==> src/rtl/compressor_sched_pkg.sv <==
// Shared types and helpers for the compressor scheduler: FSM encoding, channel
// count and the channel-mask popcount.
package compressor_sched_pkg;

  localparam int unsigned NUM_CHANS  = 64;
  localparam int unsigned CHAN_IDX_W = 7;

  typedef enum logic [1:0] {
    StIdle = 2'b00,
    StReq  = 2'b01,
    StBusy = 2'b11
  } sched_state_e;

  function automatic logic [CHAN_IDX_W-1:0] popcount(input logic [NUM_CHANS-1:0] v);
    logic [CHAN_IDX_W-1:0] n;
    n = '0;
    for (int i = 0; i < NUM_CHANS; i++) begin
      n = n + CHAN_IDX_W'(v[i]);
    end
    return n;
  endfunction

endpackage

==> src/rtl/frame_tick_gen.sv <==
// Frame-period down-counter: emits a 1-cycle tick every max(period,2) cycles
// while enabled. A new period is picked up at the next reload.
module frame_tick_gen #(
  parameter int unsigned DIV_WIDTH = 16
) (
  input  logic                 clk_i,
  input  logic                 rst_ni,
  input  logic                 enable_i,
  input  logic [DIV_WIDTH-1:0] period_i,
  output logic                 tick_o
);

  logic [DIV_WIDTH-1:0] count_q, count_d;
  logic [DIV_WIDTH-1:0] reload;

  always_comb begin
    // Periods of 0 and 1 behave as 2.
    reload  = (period_i < DIV_WIDTH'(2)) ? DIV_WIDTH'(1) : period_i - DIV_WIDTH'(1);
    tick_o  = enable_i && (count_q == '0);
    count_d = (!enable_i || (count_q == '0)) ? reload : count_q - DIV_WIDTH'(1);
  end

  always_ff @(posedge clk_i or negedge rst_ni) begin
    if (!rst_ni) begin
      count_q <= '0;
    end else begin
      count_q <= count_d;
    end
  end

endmodule

==> src/rtl/compressor_scheduler.sv <==
// Frame sequencer for the ADC vector compressor: issues start requests on period
// ticks, tracks frames to completion or CRC failure, and commits mask updates between frames.
module compressor_scheduler
  import compressor_sched_pkg::*;
#(
  parameter int unsigned DIV_WIDTH = 16,
  parameter int unsigned CNT_WIDTH = 16
) (
  input  logic                  clk,
  input  logic                  rstb,
  input  logic                  enable,
  input  logic [DIV_WIDTH-1:0]  period,
  input  logic [NUM_CHANS-1:0]  cfg_mask,
  input  logic                  cfg_mask_wr,
  input  logic                  fifo_full,
  input  logic                  pkt_done,
  input  logic                  crc_ok,
  input  logic                  frame_rdy,
  output logic                  start,
  output logic [NUM_CHANS-1:0]  vector_bits,
  output logic [CHAN_IDX_W-1:0] active_chans,
  output logic                  busy,
  output logic [CNT_WIDTH-1:0]  frames_done,
  output logic [CNT_WIDTH-1:0]  frames_dropped,
  output logic [CNT_WIDTH-1:0]  crc_errors
);

  sched_state_e          state_q, state_d;
  logic                  start_q, start_d;
  logic                  pend_tick_q, pend_tick_d;
  logic                  mask_pend_q, mask_pend_d;
  logic [NUM_CHANS-1:0]  shadow_q, shadow_d;
  logic [NUM_CHANS-1:0]  vector_bits_q, vector_bits_d;
  logic [CHAN_IDX_W-1:0] active_chans_q, active_chans_d;
  logic [CNT_WIDTH-1:0]  frames_done_q, frames_done_d;
  logic [CNT_WIDTH-1:0]  frames_dropped_q, frames_dropped_d;
  logic [CNT_WIDTH-1:0]  crc_errors_q, crc_errors_d;
  logic                  tick;
  logic                  commit;

  frame_tick_gen #(
    .DIV_WIDTH(DIV_WIDTH)
  ) u_tick_gen (
    .clk_i   (clk),
    .rst_ni  (rstb),
    .enable_i(enable),
    .period_i(period),
    .tick_o  (tick)
  );

  always_comb begin
    state_d          = state_q;
    start_d          = start_q;
    pend_tick_d      = pend_tick_q;
    mask_pend_d      = mask_pend_q;
    shadow_d         = shadow_q;
    vector_bits_d    = vector_bits_q;
    active_chans_d   = active_chans_q;
    frames_done_d    = frames_done_q;
    frames_dropped_d = frames_dropped_q;
    crc_errors_d     = crc_errors_q;

    commit = (state_q == StIdle) && mask_pend_q;
    if (commit) begin
      vector_bits_d  = shadow_q;
      active_chans_d = popcount(shadow_q);
      mask_pend_d    = 1'b0;
    end
    // A write in the commit cycle re-arms the pending flag so it is not lost.
    if (cfg_mask_wr) begin
      shadow_d    = cfg_mask;
      mask_pend_d = 1'b1;
    end

    if (tick && (state_q != StIdle)) begin
      if (!pend_tick_q) begin
        pend_tick_d = 1'b1;
      end else if (frames_dropped_q != '1) begin
        frames_dropped_d = frames_dropped_q + CNT_WIDTH'(1);
      end
    end

    unique case (state_q)
      StIdle: begin
        if (enable && (tick || pend_tick_q)) begin
          if (commit) begin
            pend_tick_d = 1'b1;
          end else begin
            state_d     = StReq;
            start_d     = 1'b1;
            pend_tick_d = 1'b0;
          end
        end
      end
      StReq: begin
        if (!enable) begin
          state_d = StIdle;
          start_d = 1'b0;
        end else if (start_q && !fifo_full) begin
          state_d = StBusy;
          start_d = 1'b0;
        end
      end
      StBusy: begin
        if (frame_rdy) begin
          state_d = StIdle;
          if (frames_done_q != '1) frames_done_d = frames_done_q + CNT_WIDTH'(1);
        end else if (pkt_done && !crc_ok) begin
          state_d = StIdle;
          if (crc_errors_q != '1) crc_errors_d = crc_errors_q + CNT_WIDTH'(1);
        end
      end
      default: begin
        state_d = StIdle;
        start_d = 1'b0;
      end
    endcase

    if (!enable) pend_tick_d = 1'b0;
  end

  always_ff @(posedge clk or negedge rstb) begin
    if (!rstb) begin
      state_q          <= StIdle;
      start_q          <= 1'b0;
      pend_tick_q      <= 1'b0;
      mask_pend_q      <= 1'b0;
      shadow_q         <= '0;
      vector_bits_q    <= '0;
      active_chans_q   <= '0;
      frames_done_q    <= '0;
      frames_dropped_q <= '0;
      crc_errors_q     <= '0;
    end else begin
      state_q          <= state_d;
      start_q          <= start_d;
      pend_tick_q      <= pend_tick_d;
      mask_pend_q      <= mask_pend_d;
      shadow_q         <= shadow_d;
      vector_bits_q    <= vector_bits_d;
      active_chans_q   <= active_chans_d;
      frames_done_q    <= frames_done_d;
      frames_dropped_q <= frames_dropped_d;
      crc_errors_q     <= crc_errors_d;
    end
  end

  assign start          = start_q;
  assign vector_bits    = vector_bits_q;
  assign active_chans   = active_chans_q;
  assign busy           = (state_q != StIdle);
  assign frames_done    = frames_done_q;
  assign frames_dropped = frames_dropped_q;
  assign crc_errors     = crc_errors_q;

endmodule

==> config.mk <==
export PLATFORM = sky130hd
export DESIGN_NAME = compressor_scheduler
export DESIGN_NICKNAME = d
export VERILOG_FILES = /design/src/rtl/compressor_sched_pkg.sv /design/src/rtl/frame_tick_gen.sv /design/src/rtl/compressor_scheduler.sv
export SDC_FILE = /design/constraint.sdc
export NUM_CORES = 1
export LEC_CHECK = 0
export CAP_MARGIN = 25
export CELL_PAD_IN_SITES_DETAIL_PLACEMENT = 1
export CELL_PAD_IN_SITES_GLOBAL_PLACEMENT = 1
export CORE_UTILIZATION = 45
export CTS_BUF_LIST = sky130_fd_sc_hd__clkbuf_8
export CTS_CLUSTER_DIAMETER = 30
export DETAILED_ROUTE_END_ITERATION = 8
export PLACE_DENSITY = 0.92
export SYNTH_ARGS = -nofsm -noshare
export SYNTH_HDL_FRONTEND = slang
export SYNTH_HIERARCHICAL = 1
export SYNTH_SLANG_ARGS = --single-unit
export TNS_END_PERCENT = 50
==> constraint.sdc <==
create_clock -name clk -period 15.5 [get_ports clk]
set_input_delay 3.1 -clock clk [delete_from_list [all_inputs] [get_ports clk]]
set_output_delay 3.1 -clock clk [all_outputs]
set_load 0.02 [all_outputs]
==> results.md <==
- The first global-routing pass estimated 52.1 mm of wire.
- After synthesis, the largest family of logic cells by area is simple AND/OR/NAND/NOR gates.
- The number of nets in the synthesized netlist is 1159.
- The share of the core filled with cells is 62.5%.
- The data arrival time of the critical path is 6640 ps.
- The count of synthesis-stage warnings from yosys is 6.
- In this run, synthesis produced a sequential element count of 204.
- The first-pass iteration count of the detailed router is 4.
- The amount of wire on met3 after detailed routing is 1.52 mm.
- The startpoint class of the critical path is a flop.
- The global routing usage summed across all routing layers is 28.6%.
- The biggest area contributor in the post-synthesis netlist is dfrtp_1.
- The detail route stage leaves a number of antenna-violating nets equal to 0.
- The slowest library cell on the worst path is fa_1.
- The wire length per cell is 21.0 um.
- The routability congestion estimate from global placement is 0.818.
- After layout, the worst path uses 40.2% of the clock period.
- The adder-cell share of the synthesized area is 13.0%.
- The count of instances resized after the clock tree is built is 0.
- STA classifies the critical path endpoint as a flop.
- The headroom to the max-slew limit is 41.5%.
- The area of the mapped netlist is 10300 um^2.
- By area the synthesized netlist is led by dfrtp_1 (50%), fa_1 (10%), nand2_1 (6.7%).
- For the pin with the worst max-slew slack, the measured transition is 871 ps.
- The number of slew-limit violations in the final report is 0.
- Entering global routing, the biggest net connects 112 pins.
- For this design the top-level I/O count stands at 209.
- In the routed design, unresolved DRC markers number 0.
- Yosys instantiated no cell more often than dfrtp_1.
- The total congestion overflow is 0.
- The signal on the critical path passes through inv_1 -> fa_1 -> inv_1 -> fa_1 -> fa_1 -> inv_1 -> fa_1 -> inv_1 -> fa_1 -> fa_1 -> fa_1 -> inv_1 -> fa_1 -> inv_1 -> fa_1 -> a21o_1 -> a21o_1 -> a21oi_1 -> o31ai_1.
- The critical path contains buffers and inverters numbering 6 combined.
- The number of flops mapped to enable cells by yosys is 0.
- The quantity of hold-fixing buffers added after cts is 0.
- Of the cells placed in the final design, the portion with a size suffix greater than 1 is 9.99%.
- The detailed router put a total of 12.9 mm of wire on met1.
- The repair_antennas step left the layout with diodes totalling 0.
- Once routing completed, OpenROAD measured the worst setup slack at 9270 ps.
- The mean post-synth cell area is 10.3 um^2.
- Of the synthesized area, sequential elements account for 49.6%.
- The final non-filler cell total is 1541.
- The net total in the final layout is 1389.
- The area after detailed placement is 12700 um^2.
- The fmax is 160 MHz.
- Setup violations remaining at the end of the flow were counted as 0.
- The later pin in the worst-skew pair is clocked with a latency of 560 ps.
- The number of antenna violations at the first check in global routing was 0.
- From left edge to right edge, the die measures 153 um.
- The sum of internal, switching and leakage power is 3.95 mW.
- The amount of wire on met2 after detailed routing is 16.7 mm.
- The number of unique standard cell types used by synthesis is 55.
- The parity-gate share of the synthesized area counting xor and xnor cells is 5.44%.
- The clock tree synthesis step divided the H-tree into 2 levels.
- The final critical path time including I/O delays and setup is 6230 ps.
- The area growth from synthesis to layout is 34.4%.
- The worst hold path belongs to the class flop to flop.
- Measured against the total synthesized area, the mux share comes to 2.93%.
- The category of cells accounting for the largest share of critical-path delay is adder cells.
- The worst vdd rail ir drop is 514 uV.
- The detailed router finished its first iteration with 392 violations.
- The core region is 22200 um^2.
- The start-to-end type of the worst setup path is flop to flop.
- Summing the areas of all compound-gate instances in the mapped netlist gives 9.23% of the synthesized area.
- The per-cell via count in the routed design is 5.43.
- The HPWL after detailed placement is 22.0 mm.
- The uppermost layer routed is met4.
- The smallest hold slack is 477 ps.
- The analysis attributes to cell leakage a power of 6.25 nW.
- The die covers 23500 um^2.
- The die outline height is 153 um.
- The number of buffers inserted to repair setup after CTS is 0.
- The tool flagged a number of max-cap violations equal to 0.
- After clock tree synthesis, the clock-pin slew on the worst setup and hold paths is 60 ps.
- In this run the power density over the cells is 286 nW/um^2.
- The worst setup slack after placement is 9300 ps.
- In this run the tool buffered the top-level ports with 208 buffer cells.
- The TritonCTS sink count is 204.
- Setup repair after global routing left no endpoint under its margin.
- The number of placed instances, taps included is 1456.
- The total non-filler cell area in the finished layout is 13800 um^2.
- The number of standard cells after synthesis is 996.
- For this configuration, the core starts out at a cell density of 46.5%.
- After detailed routing, the total wire length is 32.4 mm.
- The basic-gate share of the synthesized area counting and, or, nand and nor cells is 14.5%.
- Fill cells in the final layout number 2381.
- In the synthesized netlist the async set-or-reset flop fraction comes to 100%.
- The top flip-flop cell by instance count after synthesis is dfrtp_1.
- The required time of the worst setup path is 15910 ps.
- For the final routed database, the setup TNS stands at 0 ps.
- Of the post-synthesis cell area, the dominant cell type holds 49.6%.
- The number of global-route vias before repair was 9470.
- The initialized floorplan defines 54 standard-cell rows.
- The number of buffers between clock root and the deepest sink is 3.
- For this run, the slowest stage of the critical path takes 560 ps.
- The final hold violation count is 0.
- The clock skew is 34.0 ps.
- Summing over every cut layer, the via total after detailed routing is 8374.
- Counting instances in the post-synthesis netlist gives the leading cell types as dfrtp_1 (204), nand2_1 (183), inv_1 (108).
- TritonCTS built the clock tree.
- The CTS buffer count is 46.
- The run finished with clean final reports.
- The largest fanout on the critical path is 3.
- The most common cell type on the critical path is fa_1.
- The master cell of the clock root buffer is clkbuf_8.
-- power by group --
part	total (mW)	internal, mW	switching (mW)
logic	2.58	1.09	1.49
registers	0.638	0.603	0.0350
clock network	0.733	0.468	0.265
-- state kept, by name, summed over array words and instances (netlist names) --
signal,cells
state_q,2
pend_tick_q,1
crc_errors,16
start,1
shadow_q,64
mask_pend_q,1
u_tick_gen/count_q,16
active_chans,7
frames_dropped,16
vector_bits,64
frames_done,16
-- worst reg2reg max path: stages, from the launching register on --
cell and delay, ps:
dfrtp_1 320, inv_1 70, fa_1 560, inv_1 60, fa_1 440, fa_1 560
inv_1 70, fa_1 540, inv_1 70, fa_1 540, fa_1 470, fa_1 560
inv_1 60, fa_1 530, inv_1 70, fa_1 460, a21o_1 190, a21o_1 200
a21oi_1 210, o31ai_1 90
-- cells by family after synthesis --
family / count (synthesis)
mux: 27
flops: 204
simple gates: 323
compound gates: 163
buf+inv: 140
xor+xnor: 64
fa+ha+maj: 75
-- final timing paths --
path                                 start              end  slack (ps)  cells after the start
min reg2reg                vector_bits[50]  vector_bits[50]         480                      2
min                        vector_bits[50]  vector_bits[50]         480                      2
max                           shadow_q[35]  active_chans[6]        9270                     19
max in group asynchronous             rstb  active_chans[6]       11140                      4
max reg2reg                   shadow_q[35]  active_chans[6]        9270                     19
min in group asynchronous             rstb   crc_errors[14]        2510                      1
-- per-layer routing --
| layer | global-route usage, % | up-vias |
|---|---|---|
| met2 | 50.1 | 253 |
| met5 | 0 | - |
| met1 | 34.1 | 4269 |
| li1 | - | 3762 |
| met4 | 13.2 | 0 |
| met3 | 5.47 | 90 |
-- final cells by class --
class / count / area [um^2] / area share (%)
repair buffers: 214 / 2200 / 15.9
multi-input cells: 652 / 4670 / 33.7
flip-flops and latches: 204 / 5100 / 36.9
well taps: 280 / 350 / 2.53
clock buffers: 57 / 785 / 5.67
inverters: 108 / 405 / 2.93
clock inverters: 26 / 339 / 2.45
-- placed cells by master (no fill, tap or decap), types with 4 or more instances in the layout --
cell / Yosys / final
a211oi_1: 6 / 6
a21o_1: 5 / 5
a21oi_1: 12 / 12
a31oi_1: 5 / 5
and3_1: 5 / 5
bufinv_16: 0 / 8
clkbuf_8: 0 / 58
clkdlybuf4s50_1: 0 / 206
clkinv_2: 0 / 8
dfrtp_1: 204 / 204
fa_1: 54 / 54
ha_1: 21 / 21
inv_1: 108 / 113
mux2_2: 25 / 25
nand2_1: 183 / 182
nand2b_1: 4 / 4
nand3_1: 26 / 26
nand4_1: 16 / 16
nand4b_1: 4 / 4
nor2_1: 28 / 28
nor3_1: 17 / 17
nor4_1: 12 / 12
o21ai_0: 100 / 100
o22ai_1: 11 / 11
o31ai_1: 5 / 5
or4_1: 5 / 5
xnor2_1: 42 / 42
xor2_1: 22 / 22
(Power assumes the default switching activity.)
